$ cat src/rtl/ex_sequencer.sv
// ex_sequencer: multicycle control FSM for the MIPS core's EX stage.
// It sequences the shared instruction/data memory port and register writeback.
//
// Ports:
//   CLK, RST          rising-edge clock; synchronous active-high reset
//   Ins[31:0]         instruction register (only the opcode, Ins[31:26], is used)
//   MemReady          memory completes the current access this cycle
//   BrTaken           branch condition from EX
//   IREn, PCWr        instruction-register load and PC write strobes
//   PCSrc[1:0]        0 = PC+4, 1 = branch target, 2 = jump target
//   EXEn              EX stage enable
//   MemRd, MemWr      memory read and write requests
//   RegWr, MemToReg   register write and writeback source select
//   State[2:0]        current state encoding
//   Trap, TrapCause   halted flag; cause 01 = illegal opcode, 10 = memory timeout
//   InstRet[31:0]     retired-instruction count (only with EX_SEQ_PERF_CNT_EN)
//
// Strobes are combinational from the state and inputs, and are forced to 0
// during any cycle with RST=1. Only the state, the wait counter, the trap cause
// and the optional retire counter are registered.
// Optional feature: define EX_SEQ_PERF_CNT_EN to add the InstRet counter.
module ex_sequencer #(
  parameter int unsigned MEM_WAIT_MAX = 15,
  parameter int unsigned CNT_W        = 8
) (
  input  logic        CLK,
  input  logic        RST,
  input  logic [31:0] Ins,
  input  logic        MemReady,
  input  logic        BrTaken,
  output logic        IREn,
  output logic        PCWr,
  output logic [1:0]  PCSrc,
  output logic        EXEn,
  output logic        MemRd,
  output logic        MemWr,
  output logic        RegWr,
  output logic        MemToReg,
  output logic [2:0]  State,
  output logic        Trap,
`ifdef EX_SEQ_PERF_CNT_EN
  output logic [1:0]  TrapCause,
  output logic [31:0] InstRet
`else
  output logic [1:0]  TrapCause
`endif
);

  typedef enum logic [2:0] {
    S_FETCH  = 3'd0,
    S_DECODE = 3'd1,
    S_EXEC   = 3'd2,
    S_MEM    = 3'd3,
    S_WB     = 3'd4,
    S_TRAP   = 3'd5
  } state_e;

  localparam logic [5:0] OP_RTYPE = 6'h00;
  localparam logic [5:0] OP_J     = 6'h02;
  localparam logic [5:0] OP_BEQ   = 6'h04;
  localparam logic [5:0] OP_BNE   = 6'h05;
  localparam logic [5:0] OP_ADDI  = 6'h08;
  localparam logic [5:0] OP_ADDIU = 6'h09;
  localparam logic [5:0] OP_SLTI  = 6'h0A;
  localparam logic [5:0] OP_ANDI  = 6'h0C;
  localparam logic [5:0] OP_ORI   = 6'h0D;
  localparam logic [5:0] OP_XORI  = 6'h0E;
  localparam logic [5:0] OP_LUI   = 6'h0F;
  localparam logic [5:0] OP_LW    = 6'h23;
  localparam logic [5:0] OP_SW    = 6'h2B;

  localparam logic [1:0] CAUSE_ILLEGAL = 2'b01;
  localparam logic [1:0] CAUSE_TIMEOUT = 2'b10;

  localparam logic [CNT_W-1:0] CNT_MAX  = {CNT_W{1'b1}};
  localparam logic [CNT_W-1:0] WAIT_LIM = CNT_W'(MEM_WAIT_MAX);

  state_e           state_q, state_d;
  logic [CNT_W-1:0] cnt_q;
  logic [1:0]       cause_q, cause_d;
  logic [5:0]       opcode;
  logic             waiting_c;
  logic             retire_c;

  logic             ire_c, pcwr_c, exen_c, memrd_c, memwr_c, regwr_c, m2r_c, trap_c;
  logic [1:0]       pcsrc_c;

  // Bits below the opcode field carry no control information.
  logic             unused_ins;
  assign unused_ins = ^Ins[25:0];

  assign opcode = Ins[31:26];

  // State, wait counter and trap-cause registers.
  always_ff @(posedge CLK) begin
    if (RST) begin
      state_q <= S_FETCH;
      cnt_q   <= '0;
      cause_q <= 2'b00;
    end else begin
      state_q <= state_d;
      cause_q <= cause_d;
      if (state_d != state_q) begin
        cnt_q <= '0;
      end else if (waiting_c && (cnt_q != CNT_MAX)) begin
        cnt_q <= cnt_q + CNT_W'(1);
      end
    end
  end

  // Next-state and strobe decode.
  always_comb begin
    state_d   = state_q;
    cause_d   = cause_q;
    waiting_c = 1'b0;
    ire_c     = 1'b0;
    pcwr_c    = 1'b0;
    pcsrc_c   = 2'd0;
    exen_c    = 1'b0;
    memrd_c   = 1'b0;
    memwr_c   = 1'b0;
    regwr_c   = 1'b0;
    m2r_c     = 1'b0;
    trap_c    = 1'b0;

    case (state_q)
      S_FETCH: begin
        memrd_c = 1'b1;
        if (MemReady) begin
          ire_c   = 1'b1;
          pcwr_c  = 1'b1;
          pcsrc_c = 2'd0;
          state_d = S_DECODE;
        end else begin
          waiting_c = 1'b1;
        end
      end
      S_DECODE: state_d = S_EXEC;
      S_EXEC: begin
        exen_c = 1'b1;
        case (opcode)
          OP_RTYPE, OP_ADDI, OP_ADDIU, OP_SLTI,
          OP_ANDI, OP_ORI, OP_XORI, OP_LUI: state_d = S_WB;
          OP_BEQ, OP_BNE: begin
            if (BrTaken) begin
              pcwr_c  = 1'b1;
              pcsrc_c = 2'd1;
            end
            state_d = S_FETCH;
          end
          OP_J: begin
            pcwr_c  = 1'b1;
            pcsrc_c = 2'd2;
            state_d = S_FETCH;
          end
          OP_LW, OP_SW: state_d = S_MEM;
          default: begin
            state_d = S_TRAP;
            cause_d = CAUSE_ILLEGAL;
          end
        endcase
      end
      S_MEM: begin
        // Only LW or SW reach this state, and Ins is held stable.
        if (opcode == OP_LW) memrd_c = 1'b1;
        else                 memwr_c = 1'b1;
        if (MemReady) begin
          state_d = (opcode == OP_LW) ? S_WB : S_FETCH;
        end else begin
          waiting_c = 1'b1;
        end
      end
      S_WB: begin
        regwr_c = 1'b1;
        m2r_c   = (opcode == OP_LW);
        state_d = S_FETCH;
      end
      S_TRAP: trap_c = 1'b1;
      default: begin
        state_d = S_TRAP;
        cause_d = CAUSE_ILLEGAL;
      end
    endcase

    // A memory wait at the limit with no ready traps; a ready in that cycle wins.
    if (waiting_c && (cnt_q == WAIT_LIM)) begin
      state_d = S_TRAP;
      cause_d = CAUSE_TIMEOUT;
    end
  end

  assign retire_c = (state_q == S_WB) ||
                    (((state_q == S_EXEC) || (state_q == S_MEM)) && (state_d == S_FETCH));

  // During reset every output reads 0, including any aborted strobe.
  assign IREn      = ~RST & ire_c;
  assign PCWr      = ~RST & pcwr_c;
  assign PCSrc     = RST ? 2'd0 : pcsrc_c;
  assign EXEn      = ~RST & exen_c;
  assign MemRd     = ~RST & memrd_c;
  assign MemWr     = ~RST & memwr_c;
  assign RegWr     = ~RST & regwr_c;
  assign MemToReg  = ~RST & m2r_c;
  assign State     = RST ? 3'd0 : 3'(state_q);
  assign Trap      = ~RST & trap_c;
  assign TrapCause = RST ? 2'd0 : cause_q;

`ifdef EX_SEQ_PERF_CNT_EN
  logic [31:0] inst_ret_q;

  // Retired-instruction counter; wraps and never advances in TRAP.
  always_ff @(posedge CLK) begin
    if (RST)           inst_ret_q <= '0;
    else if (retire_c) inst_ret_q <= inst_ret_q + 32'd1;
  end

  assign InstRet = RST ? 32'd0 : inst_ret_q;
`else
  logic unused_retire;
  assign unused_retire = retire_c;
`endif

endmodule

$ cat config.mk
export PLATFORM = sky130hd
export DESIGN_NAME = ex_sequencer
export DESIGN_NICKNAME = d
export VERILOG_FILES = /design/src/rtl/ex_sequencer.sv
export SDC_FILE = /design/constraint.sdc
export NUM_CORES = 1
export LEC_CHECK = 0
export CAP_MARGIN = 0
export CORE_ASPECT_RATIO = 0.75
export CORE_MARGIN = 2
export CORE_UTILIZATION = 43
export DETAILED_ROUTE_END_ITERATION = 7
export PLACE_DENSITY_LB_ADDON = 0.3
export SETUP_SLACK_MARGIN = 0.2
export SYNTH_ARGS = -nofsm -noshare
export SYNTH_HDL_FRONTEND = slang
export SYNTH_SLANG_ARGS = --single-unit
$ cat constraint.sdc
create_clock -name CLK -period 5.7 [get_ports CLK]
set_clock_uncertainty 0.15 [all_clocks]
set_input_delay 1.14 -clock CLK [delete_from_list [all_inputs] [get_ports CLK]]
set_output_delay 1.14 -clock CLK [all_outputs]
set_load 0.01 [all_outputs]
==> flow_summary.yaml <==
clock_tree:
  cts_tree: "done"
  cts_buffers: 3
  cts-root-buf: "clkbuf_4"
  clk_path_buf_depth: 2
  path_clk_slew_ns: 0.08
  postCtsSetupRepairBufs: 0
  postCtsResizedCells: 0
  numClockSinks: 13
  htree_levels: 1
  holdBufCountCts: 0
  clock_latency_ns: 0.27
route:
  wl_um: 2600
  routed_wire_length_per_instance_um: 14.0
  drcViolationCount: 0
  vias_per_cell: 5.66
  drt_first_pass_iters: 4
  antenna_left: 0
  drt_iter0_markers: 36
  dr_total_vias: 1052
grt:
  grt_max_degree: 18
  grt_pass1_wl_um: 4050
  antenna_found_initial: 0
  grt_overflow: 0
  grt_use_total_pct: 19.3
  first_global_vias: 907
timing:
  final.setup.tns_ns: 0
  worstMarginPinSlew_ns: 0.592
  finalHoldViolCount: 0
  setup_viol: 0
  slew_viol_final: 0
  relSlewSlack_pct: 60.5
  max_freq_ghz: 0.226
  finalCriticalPeriod_ns: 4.42
  period_share_pct: 77.5
  rsz0062_at_grt: "false"
  holdWs_ns: 0.336
die:
  die_y_um: 46.9
  die_w_um: 61.2
  ioPinCount: 51
  fp-row-count: 15
  die-area_mm2: 0.00287
  initial_utilization_pct: 45.7
  core_mm2: 0.00231
power_and_ir_drop:
  powerDensity_mw_per_mm2: 205
  p_leak_nw: 0.440
  power_frac_comb_pct: 38.6
  clockPowerShare_pct: 20.9
  intPower_mw: 0.173
  ir_drop_v: 0.000155
  p_sw_share_pct: 36.5
  switching_power_mw: 0.0994
  pwr-share-seq_pct: 40.5
  power_mw: 0.272
layout:
  fin_cells: 186
  syn_to_final_growth_pct: 25.7
  mostFrequentLayoutCells: "24 x clkdlybuf4s50_1, 13 x dfxtp_1, 11 x nor2_1, 11 x nand2_1, 10 x nor3_1"
  diodes: 0
  final_nets: 190
  fillers: 212
  design_area_mm2: 0.00133
  layout_commonest_cell: "clkdlybuf4s50_1"
  drive_above_1_share_pct: 9.21
worst_setup_path:
  rr_worst_depth: 5
  endpoint_kind: "primary output"
  critPathTopFamily: "buffers and inverters"
  crit_start: "RST"
  path_cells: "clkdlybuf4s50_1, nor3_1, and4b_1, or3_1, clkdlybuf4s50_1"
  slowest_stage: "clkdlybuf4s50_1"
  crit_path_end: "PCWr"
  rr_endpoint: "cnt_q[7]"
  r2r_setup_slack_ns: 3.44
  cp.arrival_ns: 3.13
  cp-start-kind: "input port"
  worst-path-buf-inv: 2
  crit_type: "in -> out"
  path_common_cell: "clkdlybuf4s50_1"
  r2r_start: "state_q[0]"
  cp.depth: 5
  worstPathMaxFanout: 13
  critPathRequiredTime_ns: 4.41
  slowest_delay_ns: 0.77
logic_synthesis:
  synth_nets: 167
  synth_fa_ha_area_share_pct: 1.18
  synth-compound-area-share_pct: 20.7
  yosysUniqueCellTypes: 42
  synth_simple_gate_area_share_pct: 42.3
  ys_ff_latch: 13
  synthCells: 130
  yosysWarnings: 0
  synth_top_family_by_area: "simple AND/OR/NAND/NOR gates"
  synth_xor_area_share_pct: 4.86
  syn_area_mm2: 0.00106
  seq_area_frac_synth_pct: 24.6
  synthMuxAreaShare_pct: 0.948
  synth_area_per_cell_um2: 8.12
min_path:
  hold_class: "reg -> reg"
placed_design:
  gp_congestion: 0.776
  dp_cells: 182
  port-buffer-count: 24
  hpwl_um: 1920
  placed_cell_area_mm2: 0.00130
outcome:
  status: "finished clean"
job:
  max-cap-violations: 0
tightest hold or removal path, cell delays in order, from the launching register on:
cell	delay, ns
dfxtp_1	0.32
nand3_1	0.06
a21oi_1	0.06
kinds of logic (layout without fill, tap and decap cells):
| group | after synthesis | count (layout) |
|---|---|---|
| xor+xnor | 5 | 5 |
| fa+ha+maj | 1 | 1 |
| mux | 1 | 1 |
| buf+inv | 11 | 33 |
| simple gates | 72 | 72 |
| compound gates | 27 | 27 |
| flops | 13 | 13 |
power by group through the flow:
| stage | clock network (mW) | logic, mW | registers (mW) |
|---|---|---|---|
| after floorplan | 0 | 0.0856 | 0.100 |
| after global placement | 0 | 0.102 | 0.111 |
| after detailed placement | 0 | 0.105 | 0.112 |
| after CTS | 0.0588 | 0.105 | 0.110 |
| after global routing | 0.0637 | 0.114 | 0.112 |
| final | 0.0568 | 0.105 | 0.110 |
Yosys cell counts (all sizes together):
| master | number | area [um^2] |
|---|---|---|
| nor2 | 11 | 41.3 |
| a211oi | 1 | 7.51 |
| buf | 2 | 22.5 |
| and4 | 1 | 8.76 |
| clkbuf | 4 | 15.0 |
| a221oi | 1 | 15.0 |
| a311oi | 1 | 8.76 |
| nand2 | 11 | 41.3 |
| inv | 5 | 18.8 |
| nand2b | 2 | 12.5 |
| a32oi | 1 | 8.76 |
| and4b | 2 | 20.0 |
| and3 | 6 | 37.5 |
| nand3 | 6 | 30.0 |
| o21bai | 1 | 7.51 |
| nor2b | 5 | 31.3 |
| nor3b | 2 | 15.0 |
| nor4b | 6 | 90.1 |
| a21bo | 1 | 10.0 |
| o221ai | 1 | 8.76 |
| o211ai | 1 | 7.51 |
| o2111ai | 1 | 8.76 |
| o32a | 1 | 10.0 |
| o21a | 1 | 7.51 |
| or4b | 1 | 10.0 |
| a21oi | 6 | 30.0 |
| or3 | 2 | 12.5 |
| nor3 | 10 | 50.1 |
| nor4 | 2 | 12.5 |
| nand3b | 2 | 15.0 |
| xnor2 | 5 | 51.3 |
| nand4 | 3 | 18.8 |
| o21ai | 4 | 20.0 |
| o31a | 1 | 17.5 |
| a31o | 1 | 8.76 |
| a31oi | 2 | 27.5 |
| a21boi | 2 | 15.0 |
| ha | 1 | 12.5 |
| dfxtp | 13 | 260 |
| mux2i | 1 | 10.0 |
metrics by stage:
stage / setup slack (ns) / util [%]
floorplan: 2.34 / -
finish: 1.28 / 57.5
detailed placement: 1.30 / 56.4
global placement: 1.31 / 56.4
CTS: 1.30 / 57.5
global route: 1.14 / 57.5
layer usage:
metal | global-route usage [%] | up-vias | wire (um) | part of all wire, %
met5 | 0 | - | 0 | 0
li1 | - | 538 | - | -
met2 | 30.9 | 30 | 1220 | 47
met4 | 3.04 | 0 | 0 | 0
met3 | 4.96 | 0 | 107 | 4.1
met1 | 26.9 | 484 | 1270 | 49
worst min path at each step:
stage,from,to,slack [ns],cells past startpoint
after global routing,cause_q[0],cause_q[0],0.36,2
after global placement,cause_q[1],cause_q[1],0.30,2
after CTS,cause_q[1],cause_q[1],0.34,2
after detailed placement,cause_q[1],cause_q[1],0.33,2
final,cause_q[1],cause_q[1],0.34,2
after floorplan,cause_q[1],cause_q[1],0.29,2
area by class of cell:
class / count / area (um^2) / area share [%]
Tap cell: 34 / 42.5 / 3.20
Timing Repair Buffer: 24 / 240 / 18.1
Multi-Input combinational cell: 106 / 739 / 55.7
Sequential cell: 13 / 260 / 19.6
Inverter: 5 / 18.8 / 1.41
Clock buffer: 4 / 26.3 / 1.98
state kept, by name, summed over array words and instances (netlist names):
register and flops:
cause_q 2, cnt_q 8, state_q 3
Note: power is estimated with default switching activity, not from simulation.
